## src/rtl/mem_access_ctrl.sv

```systemverilog
// -----------------------------------------------------------------------------
// mem_access_ctrl
//   Load/store sequencer between the multicycle CPU control FSM and a word-wide
//   data memory. It adds byte and halfword loads with sign or zero extension,
//   performs sub-word stores as a read-modify-write, and rejects misaligned or
//   out-of-range accesses without touching memory.
//
// Ports
//   clk, rst_n   clock (rising edge), asynchronous active-low reset
//   req          access request, sampled only while idle
//   op[2:0]      0 LW, 1 LH, 2 LHU, 3 LB, 4 LBU, 5 SW, 6 SH, 7 SB
//   addr[31:0]   byte address
//   wdata[31:0]  store data (SH uses [15:0], SB uses [7:0])
//   busy         high whenever not idle
//   done         one-cycle completion pulse
//   err          valid with done: access rejected, memory untouched
//   rdata[31:0]  load result, held until the next load completes
//   mem_addr     word address to memory: {latched addr[31:2], 2'b00}
//   mem_wdata    write data to memory
//   mem_we       write enable to memory, decoded from state only
//   mem_rdata    combinational read data from memory
// -----------------------------------------------------------------------------
module mem_access_ctrl #(
  parameter int AW          = 12,
  parameter bit CHECK_RANGE = 1'b1
) (
  input  logic        clk,
  input  logic        rst_n,
  input  logic        req,
  input  logic [2:0]  op,
  input  logic [31:0] addr,
  input  logic [31:0] wdata,
  output logic        busy,
  output logic        done,
  output logic        err,
  output logic [31:0] rdata,
  output logic [31:0] mem_addr,
  output logic [31:0] mem_wdata,
  output logic        mem_we,
  input  logic [31:0] mem_rdata
);

  typedef enum logic [2:0] {
    S_IDLE, S_LOAD, S_RMW_RD, S_WRITE, S_DONE, S_ERR
  } state_e;

  localparam logic [2:0] OP_LW  = 3'd0;
  localparam logic [2:0] OP_LH  = 3'd1;
  localparam logic [2:0] OP_LHU = 3'd2;
  localparam logic [2:0] OP_LB  = 3'd3;
  localparam logic [2:0] OP_LBU = 3'd4;
  localparam logic [2:0] OP_SW  = 3'd5;
  localparam logic [2:0] OP_SH  = 3'd6;
  localparam logic [2:0] OP_SB  = 3'd7;

  state_e      state_q, state_d;
  logic [2:0]  op_q;
  logic [31:0] addr_q;
  logic [15:0] wdata_q;     // only sub-word stores need the data after accept
  logic [31:0] rdata_q, rdata_d;
  logic [31:0] mem_wdata_q, merge_d;

  logic accept, is_load, bad_align, bad_range;

  assign accept  = (state_q == S_IDLE) && req;
  assign is_load = (op <= OP_LBU);

  // Request checks look at the live inputs: they only matter at the accept edge.
  assign bad_align = (((op == OP_LW) || (op == OP_SW)) && (addr[1:0] != 2'b00)) ||
                     (((op == OP_LH) || (op == OP_LHU) || (op == OP_SH)) && addr[0]);
  assign bad_range = CHECK_RANGE && (|addr[31:AW]);

  // ---------------------------------------------------------------------------
  // State register
  // ---------------------------------------------------------------------------
  // NOTE: sequential state uses non-blocking assignments so every register
  // samples pre-edge values regardless of process ordering.
  always_ff @(posedge clk or negedge rst_n) begin
    if (!rst_n) state_q <= S_IDLE;
    else        state_q <= state_d;
  end

  // ---------------------------------------------------------------------------
  // Next-state logic
  // ---------------------------------------------------------------------------
  // NOTE: every combinational output gets a default first so no path through
  // the case statement can leave it unassigned and infer a latch.
  always_comb begin
    state_d = state_q;
    unique case (state_q)
      S_IDLE: begin
        if (req) begin
          if (bad_align || bad_range) state_d = S_ERR;
          else if (is_load)           state_d = S_LOAD;
          else if (op == OP_SW)       state_d = S_WRITE;
          else                        state_d = S_RMW_RD;
        end
      end
      S_LOAD:   state_d = S_DONE;
      S_RMW_RD: state_d = S_WRITE;
      S_WRITE:  state_d = S_DONE;
      S_DONE:   state_d = S_IDLE;
      S_ERR:    state_d = S_IDLE;
      default:  state_d = S_IDLE;
    endcase
  end

  // ---------------------------------------------------------------------------
  // Outputs decoded from the state register only
  // ---------------------------------------------------------------------------
  always_comb begin
    busy   = (state_q != S_IDLE);
    done   = (state_q == S_DONE) || (state_q == S_ERR);
    err    = (state_q == S_ERR);
    mem_we = (state_q == S_WRITE);
  end

  // ---------------------------------------------------------------------------
  // Load lane extraction and store lane merge (little-endian lanes)
  // ---------------------------------------------------------------------------
  always_comb begin
    logic [7:0]  ld_byte;
    logic [15:0] ld_half;
    ld_byte = mem_rdata[8*addr_q[1:0] +: 8];
    ld_half = addr_q[1] ? mem_rdata[31:16] : mem_rdata[15:0];

    rdata_d = mem_rdata;
    unique case (op_q)
      OP_LH:   rdata_d = {{16{ld_half[15]}}, ld_half};
      OP_LHU:  rdata_d = {16'h0000, ld_half};
      OP_LB:   rdata_d = {{24{ld_byte[7]}}, ld_byte};
      OP_LBU:  rdata_d = {24'h000000, ld_byte};
      default: rdata_d = mem_rdata;
    endcase

    merge_d = mem_rdata;
    if (op_q == OP_SB)      merge_d[8*addr_q[1:0] +: 8]    = wdata_q[7:0];
    else if (op_q == OP_SH) merge_d[16*addr_q[1] +: 16]    = wdata_q;
  end

  // ---------------------------------------------------------------------------
  // Datapath registers
  // ---------------------------------------------------------------------------
  always_ff @(posedge clk or negedge rst_n) begin
    if (!rst_n) begin
      op_q        <= 3'd0;
      addr_q      <= 32'd0;
      wdata_q     <= 16'd0;
      rdata_q     <= 32'd0;
      mem_wdata_q <= 32'd0;
    end else begin
      if (accept) begin
        op_q    <= op;
        addr_q  <= addr;
        wdata_q <= wdata[15:0];
        if ((op == OP_SW) && !bad_align && !bad_range) mem_wdata_q <= wdata;
      end
      if (state_q == S_LOAD)   rdata_q     <= rdata_d;
      if (state_q == S_RMW_RD) mem_wdata_q <= merge_d;
    end
  end

  assign rdata     = rdata_q;
  assign mem_addr  = {addr_q[31:2], 2'b00};
  assign mem_wdata = mem_wdata_q;

endmodule
```

## config.mk

```make
export PLATFORM = sky130hd
export DESIGN_NAME = mem_access_ctrl
export DESIGN_NICKNAME = d
export VERILOG_FILES = /design/src/rtl/mem_access_ctrl.sv
export SDC_FILE = /design/constraint.sdc
export NUM_CORES = 1
export LEC_CHECK = 0
export CAP_MARGIN = 5
export CORE_ASPECT_RATIO = 1.4
export CORE_MARGIN = 4
export CORE_UTILIZATION = 44
export CTS_CLUSTER_DIAMETER = 80
export DETAILED_ROUTE_END_ITERATION = 16
export GPL_TIMING_DRIVEN = 0
export PLACE_DENSITY = 0.82
export SYNTH_ARGS = -nofsm -noshare
export SYNTH_HDL_FRONTEND = slang
export SYNTH_SLANG_ARGS = --single-unit
```

## constraint.sdc

```tcl
create_clock -name clk -period 2.04 [get_ports clk]
set_input_delay 0.306 -clock clk [delete_from_list [all_inputs] [get_ports clk]]
set_output_delay 0.306 -clock clk [all_outputs]
set_load 0.1 [all_outputs]
```

# Word-level counts from Yosys, hierarchy flattened
# Cells that the tools add are included.
totals:
  ff_bits: 118
classes:
  addsub: 2
  order_cmp: 1
  eq_ne: 16
  shift: 5
  muxes: 14
  n_reduce_logical: 22
ops:
  columns: ["op", "count"]
  rows:
  - ["2-to-1 mux 32 bit", 5]
  - ["case mux 32 bit (4 select lines)", 1]
  - ["negation 5 -> 34 bit", 2]
  - ["bitwise mux 32 bit", 2]
  - ["variable shift 16 x 34 -> 32 bit, first input constant", 1]
  - ["variable shift 8 x 34 -> 32 bit, first input constant", 1]
  - ["indexed part select 16 x 34 -> 32 bit", 1]
  - ["indexed part select 8 x 34 -> 32 bit", 1]
  - ["indexed part select 32 x 6 -> 8 bit", 1]
  - ["== test 3 bit, second input constant", 7]
  - ["OR reduction 20 bit", 1]
  - ["2-to-1 mux 16 bit", 1]
  - ["== test 3 x 2 -> 1 bit, second input constant", 5]
  - ["== test 3 x 1 -> 1 bit, second input constant", 3]
  - ["case mux 3 bit (3 select lines)", 1]
  - ["zero test 3 bit", 2]
  - ["logical OR 1 bit", 6]
  - ["2-to-1 mux 3 bit", 2]
  - ["nonzero test 2 bit", 3]
  - ["logical AND 1 bit", 5]
  - ["less-or-equal comparator 3 bit, second input constant", 1]
  - ["nonzero test 3 bit", 1]
  - ["zero test 1 bit", 2]
  - ["2-to-1 mux 2 bit", 1]
  - ["other kinds (4)", 4]

# Depth between registers and ports, before layout
# Gate-level depths: netlist of the first run.
logic_depth:
  word_depth: 11
  mapped_depth: 10

# Worst setup path before layout of the first run
# No wires, ideal clock.
synth_timing:
  kind: "reg-to-output"
  from: "register state_q[1]"
  to: "output err"
  arrival_ns: 2.697
  setup_slack_ns: -0.963
  stages_incl_launch_ff: 3
  n_path_buf: 0
  cell_sequence: "dfrtp_1 -> nor2b_1 -> and2_1"
synth_via:
  elab_chain_len: 1
synth_lines:
  columns: ["item", "line", "source"]
  rows:
  - ["from (decl)", "56", "state_e state_q, state_d;"]
  - ["from (signal assigned)", "80", "else state_q <= state_d;"]
  - ["== test 3 bit", "114", "err = (state_q == S_ERR);"]
  - ["to (decl)", "35", "output logic err,"]
# Every way passes these cells.

# Final worst setup path of the first run
layout_timing:
  from: "register addr_q[24]"
  to: "output mem_addr[24]"
layout_rtl:
  columns: ["item", "line", "source"]
  rows:
  - ["from (decl)", "58", "logic [31:0] addr_q;"]
  - ["from (signal assigned)", "154", "addr_q <= addr;"]
  - ["to (decl)", "37", "output logic [31:0] mem_addr,"]
# No word-level cell between the ends.

==> flow_summary.toml, run 1 <==
[yosys]
netlist.area_leader.share = 0.424
ys_warn_count = 0
syn_inst = 760
synth-seq-cells = 118
synth_area_per_cell_sq_um = 9.16
synthArstFlopShare = 1.00
netlist_area_sq_um = 6960
yosys.cell_types.count = 49
synth_edf_count = 0
synth_area_leaders = "dfrtp_1 (42%), mux2_2 (11%), nor2_1 (6.5%)"
yosysSeqAreaShare = 0.424
netlist.top_cell.by_area = "dfrtp_1"
synth_ff_type = "dfrtp_1"

[placed_design]
placed_area_sq_um = 9260
portBuffers = 199
dp.cells = 1157
hpwl_um = 18900
place.gp.congestion = 0.981
detailedPlace.worstSlack_ns = -0.862

[route]
routedWlPerCell_um = 21.5
drtIter0Drc = 626
vias = 7119
first_pass_iters = 6
drtAntennaViolNets = 0
drc = 0
routed_wl_um = 25800
viasPerCell = 5.92

[cells_and_area]
multiInputGateArea_sq_um = 3670
area_delta_synth_final_pct = 45.6
final_nets = 1102
nFillCells = 1311
antenna_cells = 0
final_core_util = 0.652
fin_cells = 1203
seqCellArea_sq_um = 2960
final_common_cell = "nor2_1"
final_cell_mix = "nor2_1 (117), dfrtp_1 (113), clkdlybuf4s50_1 (99)"
post_route_cells_drive_above_1_share = 0.256
stdcell_area_sq_um = 10100

[cts]
clk_latency_ns = 0.43
clockBufferDepth = 2
clkSinkCount = 118
htreeDepth = 4
cts_root_buffer = "clkbuf_16"
tritoncts = "built"
numCtsBuffers = 17
clkTransAtPathRegs_ns = 0.06

[floorplanning]
die_w_um = 114
die_area_sq_um = 17900
rows = 54
core_sq_um = 15500
die_h_um = 157
io_pins = 202
start_util = 0.448

[worst_setup_path]
crit_required_ns = 1.73
critPathLaunchType = "flip-flop"
worstPathMaxFanout = 2
worstSetupEndpointType = "primary output"
path_class = "reg2out"
reg2reg_slack_ns = 0.05
worstPathArrival_ns = 1.71

[global_route]
grt_pass1_wl_um = 39300
overflow = 0
track_usage = 0.285
grt_max_degree = 67
grt_pass1_vias = 7169
antenna_found_initial = 0

[status]
status = "finished clean"

[timing]
fin_crit_ns = 2.01
fin_tns_setup_ns = 0
setup_ws_ns = 0.0286
hold_violations = 0
setup_violations = 0
slew_headroom = 0.334
period_share = 0.986
fin_skew_ns = 0.00628
drv_slew = 0
fmax_ghz = 0.497
rsz0062_at_grt = "true"
tightest_slew_ns = 1.00
timing.hold.ws_ns = 0.251

[pwr]
power_leakage_nw = 4.40
p_per_area_nw_per_um2 = 1870
finalPower_mw = 18.9
irDropWorstVdd_uv = 1560

[run]
maxCapViolations = 0

[worst_hold_path]
min-delay-path-class = "in2reg"
Yosys cell counts, drive strengths merged (2+ instances only):
cell / number
nor2: 120
dfrtp: 118
a21oi: 65
mux2: 65
buf: 51
clkbuf: 40
nand3: 36
o21ai: 31
a32oi: 24
o22ai: 24
nand2: 23
inv: 18
a2bb2oi: 16
nand2b: 11
a221oi: 10
nor2b: 10
a211oi: 8
mux2i: 8
nand3b: 8
nor3: 8
o31a: 8
nor4: 7
o21bai: 7
o221ai: 7
ha: 5
nand4: 3
nor4bb: 3
o31ai: 3
and2: 2
and4: 2
and4b: 2
maj3: 2
nor3b: 2
or3: 2
layer usage:
layer	wire (um)	up-vias	global-route usage
met5	0	-	0
met4	1310	0	0.141
met3	2020	87	0.0754
met2	13100	372	0.495
met1	9340	3447	0.320
li1	-	3213	-
worst max-delay path, cell delays in order, from the launching register on:
cell and delay, ns:
dfrtp_1 0.36, buf_4 0.11, clkdlybuf4s15_1 0.81
path summary, 6_finish.rpt:
path	start	endpoint	cells past startpoint
setup / recovery	addr_q[24]	mem_addr[24]	2
hold / removal	addr[31]	addr_q[31]	2
setup reg to reg	addr_q[0]	mem_wdata[25]	8
hold reg to reg	rdata[19]	rdata[19]	2
max in group asynchronous	rst_n	addr_q[1]	3
min in group asynchronous	rst_n	mem_wdata[0]	2
cell type report:
| cell class | count | area share |
|---|---|---|
| Clock buffer | 20 | 0.0460 |
| Tap cell | 196 | 0.0242 |
| Timing Repair Buffer | 221 | 0.198 |
| Buffer | 85 | 0.0526 |
| Multi-Input combinational cell | 534 | 0.362 |
| Inverter | 18 | 0.00778 |
| Clock inverter | 11 | 0.0172 |
| Sequential cell | 118 | 0.292 |
sequential cells by signal, summed over array words and instances (netlist names):
register	flops
addr_q	32
mem_wdata	32
op_q	3
rdata	32
state_q	3
wdata_q	16
repair_timing:
action	CTS	global route
hold buffers	1	0
setup buffers	10	10
pin swaps	8	16
endpoints found under the setup margin	193	96
endpoints found under the hold margin	52	0
resized for setup	179	83
power by group:
| part | leakage, nW | internal, mW | switching (mW) |
|---|---|---|---|
| sequential | 1.41 | 3.22 | 0.721 |
| clock | 0.304 | 2.13 | 1.11 |
| combinational | 2.69 | 3.36 | 8.38 |
logic make-up (layout without fill, tap and decap cells):
logic type,Yosys count,after routing,share of synthesized area
DFF,118,118,0.424
other,1,2,0.000539
buffers and inverters,109,355,0.0789
AOI/OAI and AO/OA,207,207,0.199
muxes,73,73,0.117
adders and majority gates,7,7,0.0119
and+or+nand+nor,244,244,0.167
xor gates and xnor gates,1,1,0.00126
No activity file was read; power rests on OpenSTA's default activity.
==> run 2, diff against run 1 <==
- ABC_AREA: unset -> 1
- CORE_UTILIZATION: 44 -> 45
- SKIP_LAST_GASP: unset -> 1
==> run 2 against run 1 <==
Via count increased by 17%; cell count increased by 36%; combinational power decreased by 3%; synthesized cell count increased by 57%; sequential share of layout area decreased by 1.2 points; clock power decreased by 9.8%; cell area increased by 4.1%; highest routed layer unchanged; global-route usage decreased by 0.97 points; synthesized area increased by 9.9%; first-iteration DRC count increased by 7.2%.
==> flow_summary.toml, run 2 <==
[yosys]
synth-seq-cells = 118
syn_inst = 1190
synthArstFlopShare = 1.00
synth_area_per_cell_sq_um = 6.43
netlist.top_cell.by_area = "dfrtp_1"
netlist_area_sq_um = 7650
yosys.cell_types.count = 26
synth_edf_count = 0
synth_area_leaders = "dfrtp_1 (39%), nand2_1 (24%), nand3_1 (6.0%)"
ys_warn_count = 0
yosys-top-cells-count = "nand2_1 (495), dfrtp_1 (118), nor2_1 (104), nand3_1 (92), inv_1 (79)"
synth_ff_type = "dfrtp_1"
yosysSeqAreaShare = 0.386
post-synth-top-count-cell = "nand2_1"
netlist.area_leader.share = 0.386

[worst_setup_path]
reg2reg_slack_ns = 0.07
reg2reg_depth = 12
r2r-end = "mem_wdata[24]"
worstPathArrival_ns = 1.70
worstPathMaxFanout = 2
regToRegStartpoint = "addr_q[1]"
path_depth = 2
path_cells = "buf_4 > clkdlybuf4s15_1"
path_class = "reg2out"
crit_required_ns = 1.73
path_buf_inv = 2
startpoint = "addr_q[24]"
endpoint = "mem_addr[24]"
worstSetupEndpointType = "primary output"
path_delay_family = "buffers and inverters"
critPathLaunchType = "flip-flop"
cpPeakStageDelay_ns = 0.82
critPathSlowestCell = "clkdlybuf4s15_1"

[route]
routed_wl_um = 26400
routedWlPerCell_um = 16.2
drc = 0
drtAntennaViolNets = 0
viasPerCell = 5.13
vias = 8363
first_pass_iters = 6
drtIter0Drc = 671

[timing]
fmax_ghz = 0.499
slew_headroom = 0.335
timing.hold.ws_ns = 0.339
fin_skew_ns = 0.00768
hold_violations = 0
fin_tns_setup_ns = 0
tightest_slew_ns = 1.00
period_share = 0.981
setup_violations = 0
drv_slew = 0
fin_crit_ns = 2.00
rsz0062_at_grt = "true"

[placed_design]
dp.cells = 1594
portBuffers = 199
place.gp.congestion = 0.933
hpwl_um = 20600

[cts]
numCtsBuffers = 17
clkTransAtPathRegs_ns = 0.06
htreeDepth = 4
cts_root_buffer = "clkbuf_16"
clk_latency_ns = 0.42
clkSinkCount = 118
clockBufferDepth = 2
tritoncts = "built"

[floorplanning]
die_w_um = 118
start_util = 0.457
core_sq_um = 16700
die_area_sq_um = 19200
rows = 56
io_pins = 202
die_h_um = 162

[pwr]
p_per_area_nw_per_um2 = 1700
finalPower_mw = 17.9
irDropWorstVdd_uv = 1150
power_leakage_nw = 5.55

[global_route]
grt_pass1_vias = 8153
grt_pass1_wl_um = 41600
grt_max_degree = 81
track_usage = 0.275
antenna_found_initial = 0
overflow = 0

[cells_and_area]
final_cell_mix = "nand2_1 (493), dfrtp_1 (117), nor2_1 (101)"
final_core_util = 0.630
final_common_cell = "nand2_1"
area_delta_synth_final_pct = 37.9
fin_cells = 1631
antenna_cells = 0
post_route_cells_drive_above_1_share = 0.139
final_nets = 1522

[run]
maxCapViolations = 0

[status]
status = "finished clean"

[worst_hold_path]
min-delay-path-class = "in2async"
==> run 2: cell types whose count changed after synthesis, moves of 11 or more <==
cell	change
nand3_1	+56
o21ai_0	+48
nand2_1	+472
or2_2	+32
nand2b_1	-11
o22ai_1	-24
a2bb2oi_1	-16
a32oi_1	-24
inv_1	+62
o21ai_1	+20
mux2_2	-65
nor2_1	-16
a21oi_1	-38
==> run 2: cells by family (layout without fill, tap and decap cells) <==
family                     count (synthesis)  after routing  share of synthesized area
and+or+nand+nor                          747            747                      0.400
buffers and inverters                    181            418                      0.111
AOI/OAI and AO/OA                        138            138                     0.0945
DFF                                      118            118                      0.386
adders and majority gates                  5              5                    0.00818
other                                      1              2                   0.000490
==> run 2: report_power, final <==
group	internal [mW]	total [mW]	switching (mW)
sequential	3.17	3.65	0.487
clock	1.71	2.93	1.22
combinational	2.86	11.3	8.44
==> run 2: worst register-to-register path: stages (launching register included) <==
cell and delay [ns]:
dfrtp_1 0.43, buf_6 0.15, inv_8 0.06, ha_1 0.17, clkbuf_4 0.18, clkbuf_16 0.19
nor3_2 0.23, nand2_1 0.08, nand2_1 0.07, nand3_1 0.14, nand2_1 0.10, nand2_1 0.05
nand2_1 0.05
==> run 2: timing repair <==
action,4_1_cts,5_1_grt
hold endpoints to repair,38,0
pin swaps,5,1
setup buffers,4,3
resized for setup,158,54
endpoints found under the setup margin,130,78
hold buffers,1,0
gates cloned,0,0
==> run 2: per-layer routing <==
metal  vias to the layer above  GRT usage  share of wire
met5                         -          0              0
met1                      3754      0.310           0.38
met4                         0      0.178          0.059
met2                       388      0.469           0.49
met3                        90     0.0620          0.073
li1                       4131          -              -
==> run 2: through the flow <==
step,area [sq um],setup slack (ns)
finish,10600,0.0380
global route,10600,-0.0247
CTS,10600,0.000405
detailed placement,9940,-0.714
global placement,9910,-3.86
floorplan,7660,0.0190
==> run 2: layout make-up <==
| class | count | area, sq um |
|---|---|---|
| timing repair buffer | 208 | 1900 |
| sequential | 118 | 2950 |
| clock buffer | 18 | 429 |
| inverter | 86 | 333 |
| multi-input combinational | 892 | 3970 |
| fill | 1579 | 6190 |
| clock inverter | 14 | 141 |
| tap | 203 | 254 |
| buffer | 92 | 571 |
==> run 2: worst min-delay path by stage <==
| stage | startpoint | end | slack (ns) | cells past startpoint |
|---|---|---|---|---|
| 6_report | rst_n | rdata[30] | 0.34 | 2 |
| 3_3_place_gp | addr_q[12] | addr_q[12] | 0.46 | 2 |
| 3_5_place_dp | rst_n | rdata[30] | 0.23 | 1 |
| 5_1_grt | rst_n | rdata[30] | 0.36 | 2 |
| 2_1_floorplan | rst_n | addr_q[0] | 0.01 | 0 |
| 4_1_cts | rst_n | rdata[30] | 0.35 | 2 |
